`config.mk`:
```
export PLATFORM = sky130hd
export DESIGN_NAME = picam_input_loader
export DESIGN_NICKNAME = d
export VERILOG_FILES = /design/src/rtl/picam_loader_pkg.sv /design/src/rtl/picam_loader_fifo.sv /design/src/rtl/picam_input_loader.sv
export SDC_FILE = /design/constraint.sdc
export NUM_CORES = 1
export LEC_CHECK = 0
export CAP_MARGIN = 20
export CELL_PAD_IN_SITES_DETAIL_PLACEMENT = 1
export CELL_PAD_IN_SITES_GLOBAL_PLACEMENT = 1
export CORE_UTILIZATION = 50
export DETAILED_ROUTE_END_ITERATION = 8
export PLACE_DENSITY = 0.79
export RECOVER_POWER = 100
export SLEW_MARGIN = 0
export SYNTH_ARGS = -nofsm -noshare
export SYNTH_HDL_FRONTEND = slang
export SYNTH_SLANG_ARGS = --single-unit
```
`constraint.sdc`:
```
create_clock -name clock -period 4.6 [get_ports clock]
set_input_delay 0.69 -clock clock [delete_from_list [all_inputs] [get_ports clock]]
set_output_delay 0.69 -clock clock [all_outputs]
set_load 0.05 [all_outputs]
```
`src/rtl/picam_loader_pkg.sv`:
```
// picam_loader_pkg: shared types and pin-index constants for the PICAM input loader.
// Rev 1.0
`default_nettype none

package picam_loader_pkg;

  typedef enum logic [0:0] {
    IDLE = 1'b0,
    HALF = 1'b1
  } loader_state_t;

  typedef struct packed {
    logic       cmd;
    logic [7:0] data;
  } loader_entry_t;

  localparam int NIB_LSB    = 0;
  localparam int STROBE_BIT = 4;
  localparam int CMD_BIT    = 5;

endpackage

`default_nettype wire

```
`src/rtl/picam_loader_fifo.sv`:
```
// picam_loader_fifo: DEPTH-entry FIFO of tagged bytes, head exposed from registered storage.
// Rev 1.0
`default_nettype none

module picam_loader_fifo
  import picam_loader_pkg::*;
#(
  parameter int DEPTH = 4
) (
  input  logic                    clock,
  input  logic                    reset,
  input  logic                    push,
  input  loader_entry_t           push_entry,
  input  logic                    pop,
  output loader_entry_t           head,
  output logic                    full,
  output logic                    empty,
  output logic [$clog2(DEPTH):0]  count
);

  localparam int AW = $clog2(DEPTH);
  localparam int CW = AW + 1;

  loader_entry_t   mem [DEPTH];
  logic [AW-1:0]   wr_ptr;
  logic [AW-1:0]   rd_ptr;
  logic            do_push;
  logic            do_pop;

  assign empty = (count == '0);
  assign full  = (count == CW'(DEPTH));

  // A pop frees the slot this same edge, so a full FIFO can still accept.
  assign do_pop  = pop & ~empty;
  assign do_push = push & (~full | do_pop);

  assign head = mem[rd_ptr];

  always_ff @(posedge clock) begin
    if (reset) begin
      wr_ptr <= '0;
      rd_ptr <= '0;
      count  <= '0;
    end else begin
      if (do_push) wr_ptr <= wr_ptr + 1'b1;
      if (do_pop)  rd_ptr <= rd_ptr + 1'b1;
      if (do_push && !do_pop)      count <= count + 1'b1;
      else if (!do_push && do_pop) count <= count - 1'b1;
    end
  end

  always_ff @(posedge clock) begin
    if (do_push) mem[wr_ptr] <= push_entry;
  end

endmodule

`default_nettype wire

```
`src/rtl/picam_input_loader.sv`:
```
// picam_input_loader: synchronises the 6 user pins, pairs strobed nibbles into tagged bytes, queues them.
// Rev 1.0
`default_nettype none

module picam_input_loader
  import picam_loader_pkg::*;
#(
  parameter int DEPTH   = 4,
  parameter int TIMEOUT = 100
) (
  input  logic       clock,
  input  logic       reset,
  input  logic [5:0] in_in_,
  output logic [7:0] out_data,
  output logic       out_is_cmd,
  output logic       out_valid,
  input  logic       out_ready,
  output logic       overflow,
  output logic       timeout_err,
  output logic       half_pending
);

  localparam int              TW         = (TIMEOUT > 1) ? $clog2(TIMEOUT) : 1;
  localparam int              CW         = $clog2(DEPTH) + 1;
  localparam logic [TW-1:0]   TIMER_LAST = TW'(TIMEOUT - 1);

  logic [5:0]     s1;
  logic [5:0]     s2;
  logic           s2_prev;
  logic           strobe_edge;

  loader_state_t  state, state_next;
  logic [3:0]     hi, hi_next;
  logic           cmd, cmd_next;
  logic [TW-1:0]  timer, timer_next;
  logic           push;
  logic           expire;

  loader_entry_t  push_entry;
  loader_entry_t  head;
  logic           fifo_full;
  logic           fifo_empty;
  logic [CW-1:0]  fifo_count;
  logic           drop;

  always_ff @(posedge clock) begin
    if (reset) begin
      s1      <= '0;
      s2      <= '0;
      s2_prev <= 1'b0;
    end else begin
      s1      <= in_in_;
      s2      <= s1;
      s2_prev <= s2[STROBE_BIT];
    end
  end

  assign strobe_edge = s2[STROBE_BIT] & ~s2_prev;

  always_comb begin
    state_next = state;
    hi_next    = hi;
    cmd_next   = cmd;
    timer_next = timer;
    push       = 1'b0;
    expire     = 1'b0;
    unique case (state)
      IDLE: begin
        if (strobe_edge) begin
          hi_next    = s2[NIB_LSB +: 4];
          cmd_next   = s2[CMD_BIT];
          timer_next = '0;
          state_next = HALF;
        end
      end
      HALF: begin
        // Edge is tested first so it wins on the expiry cycle.
        if (strobe_edge) begin
          push       = 1'b1;
          state_next = IDLE;
        end else if (timer == TIMER_LAST) begin
          expire     = 1'b1;
          hi_next    = '0;
          state_next = IDLE;
        end else begin
          timer_next = timer + 1'b1;
        end
      end
      default: state_next = IDLE;
    endcase
  end

  always_ff @(posedge clock) begin
    if (reset) begin
      state       <= IDLE;
      hi          <= '0;
      cmd         <= 1'b0;
      timer       <= '0;
      overflow    <= 1'b0;
      timeout_err <= 1'b0;
    end else begin
      state <= state_next;
      hi    <= hi_next;
      cmd   <= cmd_next;
      timer <= timer_next;
      if (drop)   overflow    <= 1'b1;
      if (expire) timeout_err <= 1'b1;
    end
  end

  assign push_entry.cmd  = cmd;
  assign push_entry.data = {hi, s2[NIB_LSB +: 4]};

  picam_loader_fifo #(
    .DEPTH (DEPTH)
  ) u_fifo (
    .clock      (clock),
    .reset      (reset),
    .push       (push),
    .push_entry (push_entry),
    .pop        (out_ready),
    .head       (head),
    .full       (fifo_full),
    .empty      (fifo_empty),
    .count      (fifo_count)
  );

  // Full implies non-empty, so out_ready alone tells whether a slot frees up.
  assign drop = push & fifo_full & ~out_ready;

  assign out_valid    = ~fifo_empty;
  assign out_data     = fifo_empty ? 8'h00 : head.data;
  assign out_is_cmd   = fifo_empty ? 1'b0  : head.cmd;
  assign half_pending = (state == HALF);

  count_in_range : assert property (@(posedge clock) disable iff (reset) fifo_count <= CW'(DEPTH));

endmodule

`default_nettype wire

```
=== Word-level counts from Yosys, hierarchy flattened ===
Memory sizes are Yosys's and may differ from the RTL's. A register that Yosys moved wholly into a read port is not among the register bits.
Cells that the tools add are included.

* Add/subtract/negate cells: 5
* Eq/ne operators: 6
* Muxes and demuxes: 24
* Bitwise logic cells: 11
* Reduce and logical (&&, ||, !) cells: 9

{| class="wikitable"
|+ Operator list
! cell !! count
|-
| 2-to-1 mux 7 bit || 3
|-
| case mux 7 bit (2 select lines) || 1
|-
| 2-to-1 mux 4 bit || 3
|-
| 2-to-1 mux 1 bit || 10
|-
| 2-to-1 mux 8 bit || 1
|-
| case mux 4 bit (2 select lines) || 1
|-
| adder 7 x 1 -> 7 bit (second input constant) || 1
|-
| equality test 7 bit (second input constant) || 1
|-
| 2-to-1 mux 3 bit || 2
|-
| inequality test 2 bit (second input constant) || 3
|-
| AND reduction 3 bit || 2
|-
| bitwise AND 1 bit || 5
|-
| NOT 1 bit || 5
|-
| adder 2 x 1 -> 2 bit (second input constant) || 2
|-
| 2-to-1 mux 2 bit || 2
|-
| adder 3 x 1 -> 3 bit (second input constant) || 1
|-
| equality test 3 bit (second input constant) || 1
|-
| logical NOT 3 bit || 1
|-
| subtractor 3 x 1 -> 3 bit (second input constant) || 1
|-
| logical AND 1 bit || 2
|-
| logical NOT 1 bit || 2
|-
| inequality test 2 x 1 -> 1 bit (second input constant) || 1
|-
| case mux 1 bit (2 select lines) || 1
|-
| AND reduction 2 bit || 1
|-
| other kinds (2) || 2
|}

* Register bits after elaboration: 35
* RAM bits: 36
* Output and inout bits: 13
* Logic and storage cells: 68
* Memories: 1

{| class="wikitable"
|+ Memories
! memory !! words !! width !! rd ports !! clocked after memory_dff !! write ports !! RTL line !! text
|-
| u_fifo.mem || 4 || 9 || 1 || 1 || 1 || picam_loader_fifo.sv:24 || <nowiki>loader_entry_t mem [DEPTH];</nowiki>
|}

=== Logic depth before layout (Yosys ltp) ===
Gate-level depths: netlist of run 1.

* Word-level depth: 9
* Gate-level depth with buffers: 8

=== Modules after synthesis ===
From an unflattened synthesis of run 1, not the netlist that was laid out.

* Cells, all modules: 225
* Area total of the unflattened synthesis: 2992.9 sq um

{| class="wikitable"
|+ By module, submodules not included
! module !! times used !! cells each !! area each (sq um) !! seq. area each (sq um)
|-
| picam_loader_fifo || 1 || 95 || 1775.5 || 1261.2
|-
| picam_input_loader || 1 || 130 || 1217.4 || 560.5
|}

=== Worst setup path before layout of run 1 ===
OpenSTA, ideal clock, no wires.

* Path type: register to register
* Start: register state (netlist: half_pending)
* End: register u_fifo.count[2]
* Data arrival time: 2420 ps
* Data required time: 4529 ps
* Slack: 2109 ps
* Stages on the path, launching flop included: 9
* Buffers on the path: 0
* Clock period less this slack: 2491 ps
* Cell sequence: dfxtp_1 -> inv_2 -> nor3_2 -> ha_1 -> inv_1 -> fa_1 -> xor2_1 -> or3_1 -> a21oi_1

* Longest elaborated chain between the ends: 5
* Elaborated cells on any way between the ends: 7

{| class="wikitable"
|+ RTL lines
! element !! RTL line !! text
|-
| start, declared || picam_input_loader.sv:32 || <nowiki>loader_state_t state, state_next;</nowiki>
|-
| start signal, assigned || picam_input_loader.sv:102 || <nowiki>state <= state_next;</nowiki>
|-
| 2-to-1 mux 1 bit (*) || picam_input_loader.sv:67 || <nowiki>unique case (state)</nowiki>
|-
| bitwise AND 1 bit (*) || picam_loader_fifo.sv:35 || <nowiki>assign do_push = push & (~full | do_pop);</nowiki>
|-
| via u_fifo.do_push || picam_loader_fifo.sv:27 || <nowiki>logic do_push;</nowiki>
|-
| logical NOT 1 bit || picam_loader_fifo.sv:48 || <nowiki>else if (!do_push && do_pop) count <= count - 1'b1;</nowiki>
|-
| logical AND 1 bit || picam_loader_fifo.sv:48 ||
|-
| nonzero test 2 bit (no source line) || -- ||
|-
| end signal, assigned || picam_loader_fifo.sv:47 || <nowiki>if (do_push && !do_pop) count <= count + 1'b1;</nowiki>
|-
| end signal, assigned || picam_loader_fifo.sv:48 ||
|-
| end, declared || picam_loader_fifo.sv:18 || <nowiki>output logic [$clog2(DEPTH):0] count</nowiki>
|}

The timed path passes the listed nets; every way through them passes the cells marked *.
A chain may end at the register's enable or synchronous reset.

==> out/qor.yml, run 1 <==
detailed_routing:
  drt_pass1_iterations: 4
  wl_per_cell_um: 17.6
  via_count: 1737
  viasPerCell: 5.46
  ant_nets: 0
  route.detailed.drc: 0
  drtIter0Drc: 58
  wirelength_mm: 5.59
layout:
  drive_gt1_share_pct: 11.8
  syn2layout_area_growth_pct: 15.2
  n_antenna_cell: 0
  final_nets: 257
  final_util_pct: 60.0
worst_setup_path:
  critical_path.top_delay_family: "buffers and inverters"
  crit_cells: 3
  cpPeakStageDelay_ns: 0.75
  required_ns: 3.91
  cp_max_fo: 9
  rr_startpoint: "half_pending$_SDFF_PP0_"
  r2r-end: "u_fifo.count[2]$_SDFFE_PP0P_"
  crit_path_end: "out_data[4]"
  path_buf_inv: 1
  cp-start-kind: "flop"
  path_class: "reg -> out"
  ff2ff_path_depth: 8
  crit_chain: "mux4_2 -> and2_1 -> dlygate4sd3_1"
  worstPathArrival_ns: 2.58
  crit_path_end_kind: "output pin"
  regToRegSetupSlack_ns: 1.46
  cpMaxStageDelayCell: "dlygate4sd3_1"
clock_tree:
  cts_hold_buf: 0
  cts_tree: "yes"
  clock-sinks: 73
  cts.path.max_buffers: 2
  post_cts_buffers: 0
  clk_latency_ns: 0.34
  htreeDepth: 3
  cts.clk_slew.worst_paths_ns: 0.07
  cts_resized: 0
  cts_made_buffers: 9
  clock-root-buffer: "clkbuf_8"
placement:
  gp_congestion: 0.769
  post-dp-hpwl_mm: 3.80
  portBuffers: 21
timing:
  tns_ns: 0
  setup_viol: 0
  period_needed_ns: 3.27
  clock.fmax_ghz: 0.305
  rsz0062_at_grt: "no"
  tightestPinTransition_ns: 0.872
  hold_viol: 0
  relSlewSlack_pct: 41.7
  slew_violations: 0
  fin_crit_sh_pct: 71.2
  finClkSkew_ns: 0.0123
synth:
  muxShareOfSynthArea_pct: 9.02
  syn_area_um2: 2890
  synth_fa_ha_area_share_pct: 3.29
  yosysWarnings: 0
  synth.top_cells.by_area: "edfxtp_1 37%, dfxtp_1 26%, mux4_2 7.0%"
  synth_area_per_cell_um2: 13.2
  yosysTopAreaCell: "edfxtp_1"
  async_flop_share_pct: 0
  synth_edf_count: 36
  synth_common_cells: "37 x dfxtp_1, 36 x edfxtp_1, 20 x nor2_1"
  syn_inst: 218
  synth_compound_area_share_pct: 3.51
  synth.most_common_cell: "dfxtp_1"
  synth.ff_latch_count: 73
  synth_xor_area_share_pct: 1.52
  synth.net_count: 234
  yosysTopAreaCellShare_pct: 37.5
  seq_area_frac_synth_pct: 63.1
  synth_ff_type: "dfxtp_1"
  synth_top_family_by_area: "simple AND/OR/NAND/NOR gates"
  synthSimpleGateAreaFrac_pct: 17.2
  synth_cell_type_count: 39
floorplanning:
  rows: 27
  fp.dieH_um: 78.0
  dieArea_um2: 6080
  coreArea_um2: 5540
  start_util_pct: 52.1
  die_x_um: 78.0
  ios: 22
grt:
  overflow: 0
  grt_pass1_wl_mm: 9.41
  track_usage_pct: 21.6
  grt_pass1_vias: 1842
  antenna_found_initial: 0
  grt_max_degree: 24
status:
  status: "finished clean"
power:
  pwr_density_cell_nw_per_um2: 530
  irDropWorstVdd_uv: 424
  p_leak_nw: 1.14
  power.total_mw: 1.76
hold_path:
  worstHoldPathType: "reg -> reg"
job:
  drv_cap: 0
## worst min-delay path: cells and delay by family, from the launching register on
family,cells,cell delay [ns]
simple gates,1,0.05
compound gates,1,0.05
flops,1,0.31
## placed cells by master, fill, tap and decap left out, types with 5 or more instances in the layout
cell	instances
a21oi_1	5
nor2_1	20
edfxtp_1	36
nand2_1	11
and2_1	9
dlygate4sd3_1	14
mux4_2	9
nor2b_1	14
clkdlybuf4s50_1	7
nand3_1	10
clkbuf_8	9
inv_1	6
dfxtp_1	37
ha_1	6
## through the flow
| stage | worst slack [ns] | instances | cell area [um2] | hold WS (ns) |
|---|---|---|---|---|
| global placement | 1.60 | 302 | 3150 | 0.420 |
| CTS | 1.31 | 318 | 3340 | 0.446 |
| finish | 1.33 | 318 | 3320 | 0.444 |
| global route | 1.18 | 318 | 3320 | 0.460 |
| floorplan | 2.11 | 218 | 2890 | 0.414 |
| detailed placement | 1.53 | 302 | 3150 | 0.425 |
## flip-flops by register name, indices dropped and copies added, names as in the netlist, named ones only
name,count
u_fifo.mem,36
timer,7
s1,6
s2,6
hi,4
u_fifo.count,3
u_fifo.rd_ptr,2
u_fifo.wr_ptr,2
cmd,1
half_pending,1
overflow,1
s2_prev,1
timeout_err,1
## cell families (layout without fill, tap and decap cells)
logic type / count (synthesis) / count (layout)
fa+ha+maj: 7 / 7
simple gates: 88 / 88
xor+xnor: 5 / 5
buf+inv: 16 / 44
mux: 14 / 14
flops: 73 / 73
compound gates: 15 / 15
## metal layers
| layer | vias to the layer above | share of wire, % | track usage (%) | routed length [um] |
|---|---|---|---|---|
| li1 | 825 | - | - | - |
| met1 | 851 | 42 | 23.8 | 2340 |
| met2 | 48 | 52 | 38.5 | 2890 |
| met3 | 13 | 4.1 | 5.06 | 229 |
| met4 | 0 | 2.4 | 11.7 | 136 |
| met5 | - | 0 | 0 | 0 |
## area by class of cell
type,instances,area (um2)
well taps,72,90.1
fillers,581,2220
repair buffers,22,214
clock inverters,6,60.1
inverters,6,22.5
flip-flops and latches,73,1820
multi-input cells,129,988
clock buffers,10,128
## worst min-delay path by stage
stage,start,end,cells past startpoint
after global routing,s1[0]$_SDFF_PP0_,s2[0]$_SDFF_PP0_,1
after global placement,s1[4]$_SDFF_PP0_,s2[4]$_SDFF_PP0_,1
final,s2[5]$_SDFF_PP0_,cmd$_SDFFE_PP0P_,2
after detailed placement,s1[0]$_SDFF_PP0_,s2[0]$_SDFF_PP0_,1
after floorplan,s1[0]$_SDFF_PP0_,s2[0]$_SDFF_PP0_,1
after CTS,s1[0]$_SDFF_PP0_,s2[0]$_SDFF_PP0_,1
## power breakdown
group          total [mW]  switching [mW]  leakage (nW)  internal [mW]
Clock               0.477           0.230        0.0937          0.248
Combinational       0.523           0.332         0.413          0.191
Sequential          0.763          0.0513         0.633          0.711
Total                1.76           0.612          1.14           1.15
No activity file was read; power rests on OpenSTA's default activity.
==> run 2, diff against run 1 <==
CORE_UTILIZATION = 43   (was 50)
PLACE_DENSITY = 0.72   (was 0.79)
clock period = 2.7 ns   (was 4.6 ns; I/O delays follow)
==> out/qor.yml, run 2 (same netlist as run 1, synthesis figures left out) <==
detailed_routing:
  ant_nets: 0  # unchanged
  wirelength_mm: 5.12  # -8.4%
  route.detailed.drc: 8  # +8
  wl_per_cell_um: 15.7  # -11%
  drt_pass1_iterations: 6  # +2
  viasPerCell: 5.17  # -5.4%
  drtIter0Drc: 60  # +3.4%
  via_count: 1690  # -2.7%
worst_setup_path:
  crit_chain: "or3_1 -> buf_4 -> dlygate4sd3_1"
  cpPeakStageDelay_ns: 0.77  # +0.02 ns
  ff2ff_path_depth: 8  # unchanged
  path_class: "reg -> out"
  cpMaxStageDelayCell: "dlygate4sd3_1"
  cp_max_fo: 11  # +2
  critical_path.top_delay_family: "buffers and inverters"
  rr_startpoint: "s2[4]$_SDFF_PP0_"
  path_buf_inv: 2  # +1
  r2r-end: "u_fifo.count[2]$_SDFFE_PP0P_"
  cp-start-kind: "flop"
  regToRegSetupSlack_ns: 0.32  # -1.14 ns
  required_ns: 2.30  # -1.61 ns
  crit_path_end_kind: "output pin"
  worstPathArrival_ns: 2.06  # -0.52 ns
floorplanning:
  ios: 22  # unchanged
  rows: 29  # +7.4%
  die_x_um: 83.9  # +7.6%
  coreArea_um2: 6420  # +16%
  fp.dieH_um: 83.9  # +7.6%
  dieArea_um2: 7040  # +16%
  start_util_pct: 44.9  # -7.2 points
grt:
  track_usage_pct: 16.6  # -5.0 points
  overflow: 0  # unchanged
  grt_max_degree: 24  # unchanged
  grt_pass1_vias: 1797  # -2.4%
  grt_pass1_wl_mm: 8.84  # -6.1%
  antenna_found_initial: 0  # unchanged
timing:
  period_needed_ns: 2.47
  setup_viol: 0  # unchanged
  tightestPinTransition_ns: 0.945  # +0.0727 ns
  rsz0062_at_grt: "no"
  fin_crit_sh_pct: 91.3
  setup_slack_ns: 0.234  # -1.09 ns
  relSlewSlack_pct: 37.0  # -4.7 points
  tns_ns: 0  # unchanged
  clock.fmax_ghz: 0.405
  finClkSkew_ns: 0.00555  # -0.00676 ns
  slew_violations: 0  # unchanged
  hold_viol: 0  # unchanged
clock_tree:
  cts_hold_buf: 0  # unchanged
  clk_latency_ns: 0.33  # about the same
  clock-root-buffer: "clkbuf_8"
  clock-sinks: 73  # unchanged
  cts.path.max_buffers: 2  # unchanged
  cts_made_buffers: 9  # unchanged
  cts_resized: 0  # unchanged
  cts_tree: "yes"
  cts.clk_slew.worst_paths_ns: 0.07  # about the same
  post_cts_buffers: 0  # unchanged
  htreeDepth: 3  # unchanged
layout:
  syn2layout_area_growth_pct: 14.2
  final_cell_mix: "37 x dfxtp_1, 36 x edfxtp_1, 20 x nor2_1"
  fillers: 676  # +16%
  largest_reg_flops: 36  # unchanged
  reg.largest.list: "u_fifo.mem x36, timer x7"
  final_nets: 261  # +1.6%
  final_cell_area_um2: 3300  # -0.87%
  final_common_cell: "dfxtp_1"
  n_antenna_cell: 0  # unchanged
  drive_gt1_share_pct: 16.0  # +4.2 points
  max_flop_register: "u_fifo.mem"
hold_path:
  worstHoldPathType: "reg -> reg"
  hold-path-endpoint: "cmd$_SDFFE_PP0P_"
  hold_depth: 2  # unchanged
  hold_start: "s2[5]$_SDFF_PP0_"
job:
  drv_cap: 0  # unchanged
placement:
  gp_congestion: 0.788  # +2.6%
  dp_slack_ns: 0.0624  # -1.46 ns
  portBuffers: 21  # unchanged
  placed_area_um2: 3160  # +0.44%
  post-dp-hpwl_mm: 3.51  # -7.9%
status:
  violations: "design-rule violations"
  status: "finished with violations"
power:
  pwr_density_cell_nw_per_um2: 906  # +71%
  p_leak_nw: 1.15  # +0.57%
  irDropWorstVdd_uv: 284  # -33%
run 2: worst max path at each step:
stage	start	to	depth (start not counted)
4_1_cts	u_fifo.count[0]$_SDFFE_PP0P_	out_valid	3
5_1_grt	s2[4]$_SDFF_PP0_	u_fifo.count[2]$_SDFFE_PP0P_	8
3_5_place_dp	out_ready	u_fifo.count[2]$_SDFFE_PP0P_	9
6_report	u_fifo.count[0]$_SDFFE_PP0P_	out_valid	3
3_3_place_gp	out_ready	u_fifo.count[2]$_SDFFE_PP0P_	9
2_1_floorplan	half_pending$_SDFF_PP0_	u_fifo.count[2]$_SDFFE_PP0P_	8
run 2: layout make-up:
class | count | area (um2) | area share, %
Clock buffer | 11 | 131 | 3.99
Clock inverter | 5 | 56.3 | 1.71
Inverter | 6 | 22.5 | 0.683
Multi-Input combinational cell | 129 | 972 | 29.5
Sequential cell | 73 | 1820 | 55.3
Tap cell | 77 | 96.3 | 2.92
Timing Repair Buffer | 26 | 195 | 5.92
run 2: power breakdown:
part	internal (mW)	total, mW	switching [mW]
Sequential	1.21	1.26	0.0516
Clock	0.426	0.814	0.388
Combinational	0.306	0.910	0.603
run 2: worst min-delay path, delay by kind of cell (launching register included):
family           cells  cell delay, ns
flip-flops           1            0.30
AO/OA/AOI/OAI        1            0.05
AND/OR/NAND/NOR      1            0.04
run 2: metal layers:
| metal | GRT usage (%) | share of wire [%] | vias to the layer above |
|---|---|---|---|
| met3 | 4.75 | 2.6 | 10 |
| li1 | - | - | 835 |
| met4 | 6.90 | 1.6 | 0 |
| met5 | 0 | 0 | - |
| met1 | 20.9 | 47 | 818 |
| met2 | 27.0 | 48 | 27 |
run 2: per-stage QoR:
step	hold WS, ns	power [mW]	std cells	utilization (%)
after floorplan	0.414	1.98	218	-
after global placement	0.420	2.25	311	49.3
after detailed placement	0.431	2.27	311	49.3
after CTS	0.446	3.09	327	52.2
after global routing	0.456	3.15	327	51.3
final	0.437	2.99	327	51.3
